[src/rtl/sva_goto_rep_engine.sv]
// sva_goto_rep_engine
// Evaluates the goto-repetition sequence b[->HITS] for up to NUM_THREADS
// overlapping attempts. Each accepted tick scans every slot serially, one
// slot per cycle, then spawns a new attempt when start_en was sampled high.
// The optional timeout is compiled in when the macro SVA_TIMEOUT_EN is
// defined. Without it, the age state is removed and attempts end only by
// success or by reset.
module sva_goto_rep_engine #(
    parameter int NUM_THREADS = 8,
    parameter int HITS        = 3,
    parameter int TIMEOUT     = 16,
    parameter int CNT_W       = 16
) (
    input  logic                               sys_clk,
    input  logic                               sys_rst,
    input  logic                               tick,
    input  logic                               b,
    input  logic                               start_en,
    output logic                               busy,
    output logic                               succ,
    output logic                               fail,
    output logic                               overflow,
    output logic                               missed,
    output logic [$clog2(NUM_THREADS+1)-1:0]   active_cnt,
    output logic [CNT_W-1:0]                   succ_cnt,
    output logic [CNT_W-1:0]                   fail_cnt
);

    localparam int IDX_W = (NUM_THREADS > 1) ? $clog2(NUM_THREADS) : 1;
    localparam int HIT_W = $clog2(HITS + 1);
    localparam int ACT_W = $clog2(NUM_THREADS + 1);

    localparam logic [IDX_W-1:0] LAST_IDX = IDX_W'(NUM_THREADS - 1);
    localparam logic [HIT_W-1:0] HITS_C   = HIT_W'(HITS);
    localparam logic [ACT_W-1:0] ACT_ONE  = ACT_W'(1);
    localparam logic [CNT_W-1:0] CNT_ONE  = CNT_W'(1);
    localparam logic [CNT_W-1:0] CNT_MAX  = {CNT_W{1'b1}};

    typedef enum logic [1:0] {
        ST_IDLE  = 2'd0,
        ST_SCAN  = 2'd1,
        ST_SPAWN = 2'd2
    } state_t;

    state_t             state_r;
    state_t             state_nxt_s;
    logic               accept_s;
    logic               eval_s;
    logic               spawn_s;

    logic [IDX_W-1:0]   idx_r;
    logic               b_r;
    logic               start_r;

    logic [NUM_THREADS-1:0] act_r;
    logic [HIT_W-1:0]       hit_r [NUM_THREADS];

    logic               cur_act_s;
    logic [HIT_W-1:0]   new_hit_s;
    logic               ev_succ_s;
    logic               ev_fail_s;
    logic               ev_free_s;
    logic               ev_upd_s;

    logic               free_found_s;
    logic [IDX_W-1:0]   free_idx_s;
    logic               spawn_succ_s;
    logic               spawn_alloc_s;
    logic               spawn_ovf_s;
    logic               succ_ev_s;

    logic               busy_r;
    logic               succ_r;
    logic               overflow_r;
    logic               missed_r;
    logic [ACT_W-1:0]   active_cnt_r;
    logic [CNT_W-1:0]   succ_cnt_r;

`ifdef SVA_TIMEOUT_EN
    localparam int AGE_W = $clog2(TIMEOUT + 1);
    localparam logic [AGE_W-1:0] TIMEOUT_C = AGE_W'(TIMEOUT);
    localparam logic [AGE_W-1:0] AGE_ONE   = AGE_W'(1);

    logic [AGE_W-1:0]   age_r [NUM_THREADS];
    logic [AGE_W-1:0]   new_age_s;
    logic               fail_r;
    logic [CNT_W-1:0]   fail_cnt_r;
`endif

    // Control state register.
    always_ff @(posedge sys_clk or posedge sys_rst) begin
        if (sys_rst) begin
            state_r <= ST_IDLE;
        end else begin
            state_r <= state_nxt_s;
        end
    end

    // Next-state decode and per-state phase strobes.
    always_comb begin
        state_nxt_s = state_r;
        accept_s    = 1'b0;
        eval_s      = 1'b0;
        spawn_s     = 1'b0;
        case (state_r)
            ST_IDLE: begin
                if (tick) begin
                    accept_s    = 1'b1;
                    state_nxt_s = ST_SCAN;
                end else begin
                    state_nxt_s = ST_IDLE;
                end
            end
            ST_SCAN: begin
                eval_s = 1'b1;
                if (idx_r == LAST_IDX) begin
                    state_nxt_s = ST_SPAWN;
                end else begin
                    state_nxt_s = ST_SCAN;
                end
            end
            ST_SPAWN: begin
                spawn_s     = 1'b1;
                state_nxt_s = ST_IDLE;
            end
            default: begin
                state_nxt_s = ST_IDLE;
            end
        endcase
    end

    // Latch the sampled inputs on acceptance and walk the scan index.
    always_ff @(posedge sys_clk or posedge sys_rst) begin
        if (sys_rst) begin
            idx_r   <= {IDX_W{1'b0}};
            b_r     <= 1'b0;
            start_r <= 1'b0;
        end else if (accept_s) begin
            idx_r   <= {IDX_W{1'b0}};
            b_r     <= b;
            start_r <= start_en;
        end else if (eval_s && (idx_r != LAST_IDX)) begin
            idx_r   <= idx_r + IDX_W'(1);
        end
    end

    // Evaluate the slot under the scan index; success outranks timeout.
    always_comb begin
        cur_act_s = act_r[idx_r];
        new_hit_s = hit_r[idx_r] + HIT_W'(b_r);
        ev_succ_s = eval_s && cur_act_s && (new_hit_s == HITS_C);
`ifdef SVA_TIMEOUT_EN
        new_age_s = age_r[idx_r] + AGE_ONE;
        ev_fail_s = eval_s && cur_act_s && !ev_succ_s && (new_age_s == TIMEOUT_C);
`else
        ev_fail_s = 1'b0;
`endif
        ev_free_s = ev_succ_s || ev_fail_s;
        ev_upd_s  = eval_s && cur_act_s && !ev_free_s;
    end

    // Lowest-index free slot, seeing slots freed earlier in this scan.
    always_comb begin
        free_found_s = 1'b0;
        free_idx_s   = {IDX_W{1'b0}};
        for (int i = NUM_THREADS - 1; i >= 0; i--) begin
            if (!act_r[i]) begin
                free_found_s = 1'b1;
                free_idx_s   = IDX_W'(i);
            end else begin
                free_found_s = free_found_s;
            end
        end
    end

    // Spawn outcome: immediate success, allocation or overflow.
    always_comb begin
        spawn_succ_s  = spawn_s && start_r && (HITS == 1) && b_r;
        spawn_alloc_s = spawn_s && start_r && !spawn_succ_s && free_found_s;
        spawn_ovf_s   = spawn_s && start_r && !spawn_succ_s && !free_found_s;
        succ_ev_s     = ev_succ_s || spawn_succ_s;
    end

    // Slot storage: free on completion, advance on evaluation, fill on spawn.
    always_ff @(posedge sys_clk or posedge sys_rst) begin
        if (sys_rst) begin
            act_r <= {NUM_THREADS{1'b0}};
            for (int i = 0; i < NUM_THREADS; i++) begin
                hit_r[i] <= {HIT_W{1'b0}};
`ifdef SVA_TIMEOUT_EN
                age_r[i] <= {AGE_W{1'b0}};
`endif
            end
        end else if (ev_free_s) begin
            act_r[idx_r] <= 1'b0;
        end else if (ev_upd_s) begin
            hit_r[idx_r] <= new_hit_s;
`ifdef SVA_TIMEOUT_EN
            age_r[idx_r] <= new_age_s;
`endif
        end else if (spawn_alloc_s) begin
            act_r[free_idx_s] <= 1'b1;
            hit_r[free_idx_s] <= HIT_W'(b_r);
`ifdef SVA_TIMEOUT_EN
            age_r[free_idx_s] <= {AGE_W{1'b0}};
`endif
        end
    end

    // Live-slot count, moved on the same edge as the slot change.
    always_ff @(posedge sys_clk or posedge sys_rst) begin
        if (sys_rst) begin
            active_cnt_r <= {ACT_W{1'b0}};
        end else if (ev_free_s) begin
            active_cnt_r <= active_cnt_r - ACT_ONE;
        end else if (spawn_alloc_s) begin
            active_cnt_r <= active_cnt_r + ACT_ONE;
        end
    end

    // Registered status pulses and the success total.
    always_ff @(posedge sys_clk or posedge sys_rst) begin
        if (sys_rst) begin
            busy_r     <= 1'b0;
            succ_r     <= 1'b0;
            overflow_r <= 1'b0;
            missed_r   <= 1'b0;
            succ_cnt_r <= {CNT_W{1'b0}};
        end else begin
            busy_r     <= (state_nxt_s != ST_IDLE);
            succ_r     <= succ_ev_s;
            overflow_r <= spawn_ovf_s;
            missed_r   <= tick && (state_r != ST_IDLE);
            if (succ_ev_s && (succ_cnt_r != CNT_MAX)) begin
                succ_cnt_r <= succ_cnt_r + CNT_ONE;
            end
        end
    end

`ifdef SVA_TIMEOUT_EN
    // Registered timeout pulse and the failure total.
    always_ff @(posedge sys_clk or posedge sys_rst) begin
        if (sys_rst) begin
            fail_r     <= 1'b0;
            fail_cnt_r <= {CNT_W{1'b0}};
        end else begin
            fail_r <= ev_fail_s;
            if (ev_fail_s && (fail_cnt_r != CNT_MAX)) begin
                fail_cnt_r <= fail_cnt_r + CNT_ONE;
            end
        end
    end

    assign fail     = fail_r;
    assign fail_cnt = fail_cnt_r;
`else
    assign fail     = 1'b0;
    assign fail_cnt = {CNT_W{1'b0}};
`endif

    assign busy       = busy_r;
    assign succ       = succ_r;
    assign overflow   = overflow_r;
    assign missed     = missed_r;
    assign active_cnt = active_cnt_r;
    assign succ_cnt   = succ_cnt_r;

endmodule

[config.mk]
export PLATFORM = sky130hd
export DESIGN_NAME = sva_goto_rep_engine
export DESIGN_NICKNAME = d
export VERILOG_FILES = /design/src/rtl/sva_goto_rep_engine.sv
export SDC_FILE = /design/constraint.sdc
export NUM_CORES = 1
export LEC_CHECK = 0
export CAP_MARGIN = 0
export CORE_ASPECT_RATIO = 0.6
export CORE_MARGIN = 1
export CORE_UTILIZATION = 49
export DETAILED_ROUTE_END_ITERATION = 16
export PLACE_DENSITY = 0.76
export SETUP_SLACK_MARGIN = 0.5
export SYNTH_ARGS = -nofsm -noshare
export SYNTH_HDL_FRONTEND = slang
export SYNTH_SLANG_ARGS = --single-unit
[constraint.sdc]
create_clock -name sys_clk -period 3.9 [get_ports sys_clk]
set_clock_uncertainty 0.2 [all_clocks]
set_input_delay 0.39 -clock sys_clk [delete_from_list [all_inputs] [get_ports sys_clk]]
set_output_delay 0.39 -clock sys_clk [all_outputs]
set_load 0.02 [all_outputs]
=== Yosys cells after proc, flatten, opt, wreduce, memory -nomap -nowiden ===
Index checks and enable logic that the tools add are counted.

* Bits in registers: 55

* Eq/ne operators: 7
* Mux-type cells: 47
* Add/subtract/negate cells: 5
* Reductions and logical operators: 23
* Bitwise operators: 6
* $lt $le $gt $ge: 8

{| class="wikitable"
|+ Operator list
! cell !! count
|-
| $bwmux W16 || 2
|-
| $mux W16 || 2
|-
| $mux W3 || 10
|-
| $mux W8 || 3
|-
| $add A16 B1 Y16 const B || 1
|-
| $mux W1 || 16
|-
| $ne A16 B16 Y1 const B || 1
|-
| $logic_and A1 B1 Y1 || 13
|-
| $demux W2 S3 || 2
|-
| $mux W2 || 5
|-
| $reduce_bool A2 Y1 || 5
|-
| $and A8 B8 Y8 || 1
|-
| $ge A4 B4 Y1 const B || 2
|-
| $lt A3 B4 Y1 const B || 2
|-
| $lt A4 B1 Y1 const B || 2
|-
| $mux W4 || 2
|-
| $not A3 Y4 || 2
|-
| $not A8 Y8 || 1
|-
| $or A8 B8 Y8 || 1
|-
| $bmux W2 S3 || 1
|-
| $demux W1 S3 || 2
|-
| $ge A3 B1 Y1 const B || 2
|-
| $add A4 B1 Y4 const B || 1
|-
| $eq A2 B2 Y1 const B || 2
|-
| other kinds (13) || 15
|}

=== Logic depth before layout (Yosys ltp) ===
* Depth in word-level cells: 16
* Depth in mapped cells: 18

=== Worst setup path before layout ===
No wires, ideal clock.

* Kind: register to register
* Start: register idx_r[2]
* End: register active_cnt_r[3] (netlist: active_cnt[3])
* Period minus slack after synthesis: 4.171 ns
* Cell stages (with the launch flop): 18
* Arrival: 3.841 ns
* Path slack: -0.271 ns
* Library setup time: 0.130 ns
* Path through: dfrtp_1 > clkbuf_1 > clkbuf_1 > and3b_1 > clkbuf_1 > a221oi_1 > o2111ai_1 > ha_1 > nand3b_1 > or2_2 > buf_2 > nor2_1 > ha_1 > a21o_1 > a21oi_1 > nor2_1 > a31o_2 > xor2_1

* Cells in the longest elaborated chain, start to end: 8
* Elaborated cells between the ends (all ways): 12
* Those cells by class: add/sub (1); eq/ne (1); mux (6); bitwise (1); reduce/logical (3)

{| class="wikitable"
|+ RTL lines
! what !! line !! source
|-
| start: declaration || 51 || <nowiki>logic [IDX_W-1:0] idx_r;</nowiki>
|-
| start signal: assignment || 135 || <nowiki>idx_r <= {IDX_W{1'b0}};</nowiki>
|-
| start signal: assignment || 139 || <nowiki>idx_r <= {IDX_W{1'b0}};</nowiki>
|-
| start signal: assignment || 143 || <nowiki>idx_r <= idx_r + IDX_W'(1);</nowiki>
|-
| $not A3 Y4 (not written as such) || 150 || <nowiki>new_hit_s = hit_r[idx_r] + HIT_W'(b_r);</nowiki>
|-
| $bmux W2 S3 || 150 ||
|-
| $mux W2 (not written as such) (2 in series) || 150 ||
|-
| $add A2 B1 Y2 || 150 ||
|-
| $eq A2 B2 Y1 || 151 || <nowiki>ev_succ_s = eval_s && cur_act_s && (new_hit_s == HITS_C);</nowiki>
|-
| $logic_and A1 B1 Y1 * || 151 ||
|-
| via ev_free_s || 62 || <nowiki>logic ev_free_s;</nowiki>
|-
| $mux W4 or $reduce_bool A2 Y1 (tied branches) || -- ||
|-
| end signal: assignment || 213 || <nowiki>active_cnt_r <= {ACT_W{1'b0}};</nowiki>
|-
| end signal: assignment || 215 || <nowiki>active_cnt_r <= active_cnt_r - ACT_ONE;</nowiki>
|-
| end signal: assignment || 217 || <nowiki>active_cnt_r <= active_cnt_r + ACT_ONE;</nowiki>
|-
| end: declaration || 76 || <nowiki>logic [ACT_W-1:0] active_cnt_r;</nowiki>
|}

The timed path passes the listed nets; every way through them passes the cells marked *. The select of a mux whose other input is x is not followed.
A chain may end at the register's enable or synchronous reset.

=== Worst setup path in the final report ===
* Start: register idx_r[1]
* End: register active_cnt_r[3] (netlist: active_cnt[3])

The elaborated chain is that of the path after synthesis.

==> reports/results.tsv <==
stage	metric	value	unit
die	die_h	64.68	um
die	die_area	6885	um^2
grt	grt_usage	25.08	%
synth	synth_top_area_share	42.90	%
critical_path	crit_slowest_cell	dfrtp_2	
synth	async_flop_share	100.0	%
placement	post-place-ws	0.3296	ns
synth	synth_common_cells	dfrtp_1 (55), nor2_1 (18), buf_4 (17)	
sta	fin_crit	3.290	ns
job	drv_cap	0	
layout	fill_cells	531	
critical_path	worstPathCellList	nor3b_2 > a221oi_2 > o2111ai_1 > ha_2 > nand3b_1 > or2_4 > nor2_4 > ha_4 > a21o_1 > a21oi_2 > nor2_1 > a31o_2 > xor2_1	
power_and_ir_drop	intPower	1.281	mW
power_and_ir_drop	combPwrFrac	49.8	%
die	core_area	6221	um^2
synth	yosysUniqueCellTypes	62	
clock_network	tritoncts	done	
power_and_ir_drop	p_clk_share	13.7	%
drt	vias	2639	
critical_path	critPathMaxStageDelay	0.46	ns
critical_path	r2r_setup_slack	0.61	ns
die	io_pins	46	
synth	synth-seq-cells	55	
clock_network	path_clk_slew	0.09	ns
critical_path	critical_path_required	3.90	ns
synth	ys_seq_area_share	42.90	%
drt	drcViolationCount	0	
critical_path	worstReg2RegEnd	active_cnt[3]$_DFFE_PP0P_	
min_path	worstHoldPathCells	1	
sta	slew_headroom	40.90	%
critical_path	worst_setup_path_end_kind	flip-flop	
power_and_ir_drop	switching_share	41.70	%
drt	wl	8084	um
drt	vias_per_cell	5.917	
die	die-width	106.5	um
synth	synthCells	313	
synth	synth.most_common_cell	dfrtp_1	
sta	slew_violations	0	
synth	avgSynthCellArea	10.25	um^2
synth	synth_area	3208	um^2
critical_path	path_class	reg -> reg	
sta	timing.final.hold_violations	0	
drt	antenna_left	0	
placement	hpwl	5932	um
run_status	status	finished, final reports clean	
die	num_rows	22	
sta	clock.fmax	304.0	MHz
power_and_ir_drop	irDropWorstVdd	366.8	uV
power_and_ir_drop	p_seq_share	36.5	%
clock_network	numCtsBuffers	5	
synth	synth_top_area_cell	dfrtp_1	
sta	setup-tns-final	0	ns
min_path	hold_path_end	succ_cnt[13]$_DFFE_PP0P_	
layout	layout-drive-gt1-share	20.44	%
power_and_ir_drop	p_sw	916.7	uW
critical_path	path_max_fanout	8	
placement	io_buffers	28	
sta	worst_pin_slew	0.8852	ns
sta	rsz0062_at_grt	false	
drt	firstDrtPassIters	5	
min_path	min_path_type	reg -> reg	
layout	synthToLayoutAreaGrowth	18.92	%
critical_path	start_kind	flip-flop	
grt	gr-total-overflow	0	
clock_network	htreeDepth	2	
drt	drt_iter0_markers	238	
grt	grt_pass1_vias	2414	
critical_path	ff2ff_path_depth	13	
layout	antenna_cells	0	
clock_network	clkSinkCount	55	
placement	dp.cells	422	
clock_network	cts_max_path_buffers	2	
grt	antenna_found_initial	0	
sta	setup_slack	0.6102	ns
synth	synth_edf_count	0	
synth	synth_flop_cell	dfrtp_1	
power_and_ir_drop	leakage	1.664	nW
min_path	hold_start	succ_cnt[13]$_DFFE_PP0P_	
clock_network	cts-root-buf	clkbuf_8	
drt	wire_per_inst	18.13	um
synth	yosys_warnings	0	
critical_path	r2r_start	idx_r[1]$_DFFE_PP0P_	
sta	fin_crit_sh	84.35	%
grt	grt_pass1_wl	13010	um
layout	fin_cells	446	
grt	grt_start_max_net_pins	44	
layout	final_nets	375	
critical_path	cp_data_arrival_time	3.29	ns
clock_network	cts_hold_buf	0	
clock_network	clkLatencyLatePin	0.31	ns
synth	synth_area_leaders	dfrtp_1 (43%), buf_4 (4.0%), xnor2_1 (3.8%)	
power_and_ir_drop	powerDensity	576.2	nW/um^2
sta	setup_viol	0	
placement	finalWeightedCongestion	0.9927	
die	initial_core_util	51.57	%
per-layer routing:
| metal | global-route usage [%] | wire, um | up-vias |
|---|---|---|---|
| met5 | 0 | 0 | - |
| met4 | 7.021 | 104 | 0 |
| met3 | 7.344 | 999 | 13 |
| met2 | 31.90 | 3145 | 153 |
| met1 | 39.90 | 3835 | 1278 |
| li1 | - | - | 1195 |
cell usage in the layout, fill, tap and decap left out, drive strengths merged, types with 12 or more instances in the layout:
master	count
xnor2	15
inv	12
nor2	18
buf	30
nand2	16
clkdlybuf4s50	28
o21ai	16
dfrtp	55
conb	17
state kept, by name, indices dropped and copies added, names as in the netlist:
signal / flops
idx_r: 3
succ: 1
start_r: 1
b_r: 1
missed: 1
busy: 1
act_r: 8
hit_r: 16
overflow: 1
active_cnt: 4
state_r: 2
succ_cnt: 16
area by class of cell:
type / count / area, um^2 / area share, %
clock inverters: 1 / 7.507 / 0.1968
well taps: 84 / 105.1 / 2.755
multi-input cells: 231 / 1695 / 44.44
repair buffers: 58 / 513.0 / 13.45
clock buffers: 5 / 68.82 / 1.804
flip-flops and latches: 55 / 1380 / 36.18
inverters: 12 / 45.04 / 1.181
timing repair:
item,in CTS,in global routing
cloned,0,0
endpoints found under the hold margin,0,0
endpoints found under the setup margin,1,1
resized for setup,3,12
buffers inserted,4,14
pin swaps,2,6
critical path, delay by kind of cell (launching register included):
kind / cells / cell delay, ns
flip-flops: 1 / 0.46
AO/OA/AOI/OAI: 5 / 0.99
AND/OR/NAND/NOR: 5 / 0.80
adder cells (fa/ha/maj): 2 / 0.59
XOR/XNOR: 1 / 0.14
worst max-delay path by stage:
stage,startpoint,to,slack (ns),cells past startpoint
2_1_floorplan,idx_r[1]$_DFFE_PP0P_,active_cnt[3]$_DFFE_PP0P_,0.23,17
3_3_place_gp,idx_r[1]$_DFFE_PP0P_,active_cnt[3]$_DFFE_PP0P_,0.45,13
3_5_place_dp,idx_r[1]$_DFFE_PP0P_,active_cnt[3]$_DFFE_PP0P_,0.33,13
4_1_cts,idx_r[0]$_DFFE_PP0P_,active_cnt[3]$_DFFE_PP0P_,0.50,13
5_1_grt,idx_r[0]$_DFFE_PP0P_,active_cnt[3]$_DFFE_PP0P_,0.48,15
6_report,idx_r[1]$_DFFE_PP0P_,active_cnt[3]$_DFFE_PP0P_,0.61,13
through the flow:
step | power (mW) | cell area, um^2 | hold slack, ns | utilization [%]
5_1_grt | 2.327 | 3815 | 0.3151 | 61.32
3_5_place_dp | 1.703 | 3558 | 0.2861 | 57.20
4_1_cts | 2.044 | 3669 | 0.3005 | 58.97
2_1_floorplan | 1.511 | 3324 | 0.2555 | -
6_report | 2.198 | 3815 | 0.2972 | 61.32
3_3_place_gp | 1.678 | 3558 | 0.2624 | 57.20
cell families after synthesis:
| family | count (synthesis) | synth area share, % |
|---|---|---|
| buf+inv | 43 | 7.800 |
| other cells | 1 | 0.1169 |
| compound gates | 61 | 13.88 |
| fa+ha+maj | 7 | 2.964 |
| xor+xnor | 20 | 6.279 |
| mux | 19 | 6.786 |
| simple gates | 107 | 19.27 |
| flops | 55 | 42.90 |
power groups by stage:
stage | combinational [mW] | sequential (mW) | clock, mW
after floorplan | 0.751 | 0.759 | 0
after global placement | 0.865 | 0.813 | 0
after detailed placement | 0.883 | 0.820 | 0
after CTS | 0.924 | 0.806 | 0.314
after global routing | 1.18 | 0.815 | 0.335
final | 1.09 | 0.802 | 0.302
Note: power is estimated with default switching activity, not from simulation.
==> patch: new RTL, same settings <==
Register the output `succ_cnt` once more, cleared by the reset; this adds one clock of latency there. The other outputs are not delayed to match.
--- a/src/rtl/sva_goto_rep_engine.sv
+++ b/src/rtl/sva_goto_rep_engine.sv
@@ -264,5 +264,11 @@
     assign missed     = missed_r;
     assign active_cnt = active_cnt_r;
-    assign succ_cnt   = succ_cnt_r;
+    always_ff @(posedge sys_clk or posedge sys_rst) begin
+        if (sys_rst) begin
+            succ_cnt <= '0;
+        end else begin
+            succ_cnt <= succ_cnt_r;
+        end
+    end
 
 endmodule
Check against the original RTL: no difference found for any inputs over 10 cycles, from zero or initial values and one cycle with sys_rst high; that may be too few to reach the edited logic, so the function may still have changed.
==> patch against the unedited design <==
Fmax fell by 0.76%; first-iteration DRC count fell by 35%; total power grew 45%; cell area rose by 9.2%; sequential cell count increased by 16; worst setup slack worse by 0.025 ns; via count decreased by 7.2%; synthesized area grew 7.4%; routed wire length is 8.1% lower; clock power rose to 2.7 times the old value; combinational power rose by 18%; non-clock buffer count fell by 16.
==> patch: results (changes against the unedited design) <==
status=finished, final reports clean; hpwl dp=5260 µm (-11%); crit-path max FO=9 (+1); worst slew pin tran=0.946 ns (+0.0610 ns); Non-Filler Instances=440 (-1.3%); DR WL/cell=16.9 µm (-6.9%); Synth cell types=56 (-9.7%); Clock Latency Late Sink=0.33 ns (+0.02 ns); GRT Overall Usage=22.9% (-2.2 points); Inverters excl. clock=10 (-2); Hold Crit Depth=0 (-1); peak supply drop=0.346 mV (-5.8%); WL met2=2940 µm (-6.5%); clk slew on worst S/H paths=0.06 ns (-0.03 ns); root buffer cell=clkbuf_16; CP delay by family, top=simple AND/OR/NAND/NOR gates; Yosys reg bits=71 (+29%); combinational share of power=40.3% (-9.5 points); most common library cells after synthesis=dfrtp_1 (71), nand2_1 (38), buf_4 (19); WHS Endpoint=succ_cnt[12]$_DFF_PP0_; multi-input gates=214 (-7.4%); HP Start=succ_cnt_r[12]$_DFFE_PP0P_; Flop pwr share=34.3% (-2.2 points); vias post-DR=2449 (-7.2%); CLK BUF=10 (+5); sequential area share after synthesis=51.6% (+8.7 points); CP Data Arrival Time=3.38 ns (+0.09 ns); Placed Instances=415 (-1.7%); Iter 0 DRT Violations=155 (-35%); fill count=530 (-0.19%); GP Congestion=0.950 (-4.3%); layout cells sized above 1=18.4% (-2.0 points)
patch: cells by family after synthesis:
group / after synthesis / synth area share, %
compound gates: 50 / 10.4
fa+ha+maj: 7 / 2.76
mux: 24 / 7.70
simple gates: 96 / 14.9
flops: 71 / 51.6
buf+inv: 38 / 7.19
xor+xnor: 20 / 5.30
other cells: 1 / 0.109
patch: through the flow:
stage	hold slack (ns)	power (mW)	cell area, µm²	setup WS [ns]
detailed placement	0.201	2.26	3770	0.379
finish	0.219	3.19	4170	0.585
floorplan	0.149	2.00	3550	0.450
global route	0.231	3.38	4170	0.451
global placement	0.200	2.22	3770	0.489
CTS	0.218	3.11	4090	0.527
patch: what timing repair did:
item | 4_1_cts | 5_1_grt
endpoints found under the hold margin | 0 | 0
endpoints found under the setup margin | 1 | 1
pin swaps | 3 | 3
buffers inserted | 2 | 7
gates resized for setup | 3 | 7
patch: metal layers:
metal,vias to the layer above,GRT usage [%]
met5,-,0
met4,0,5.76
met3,10,10.8
met2,105,27.9
met1,1197,35.0
li1,1137,-
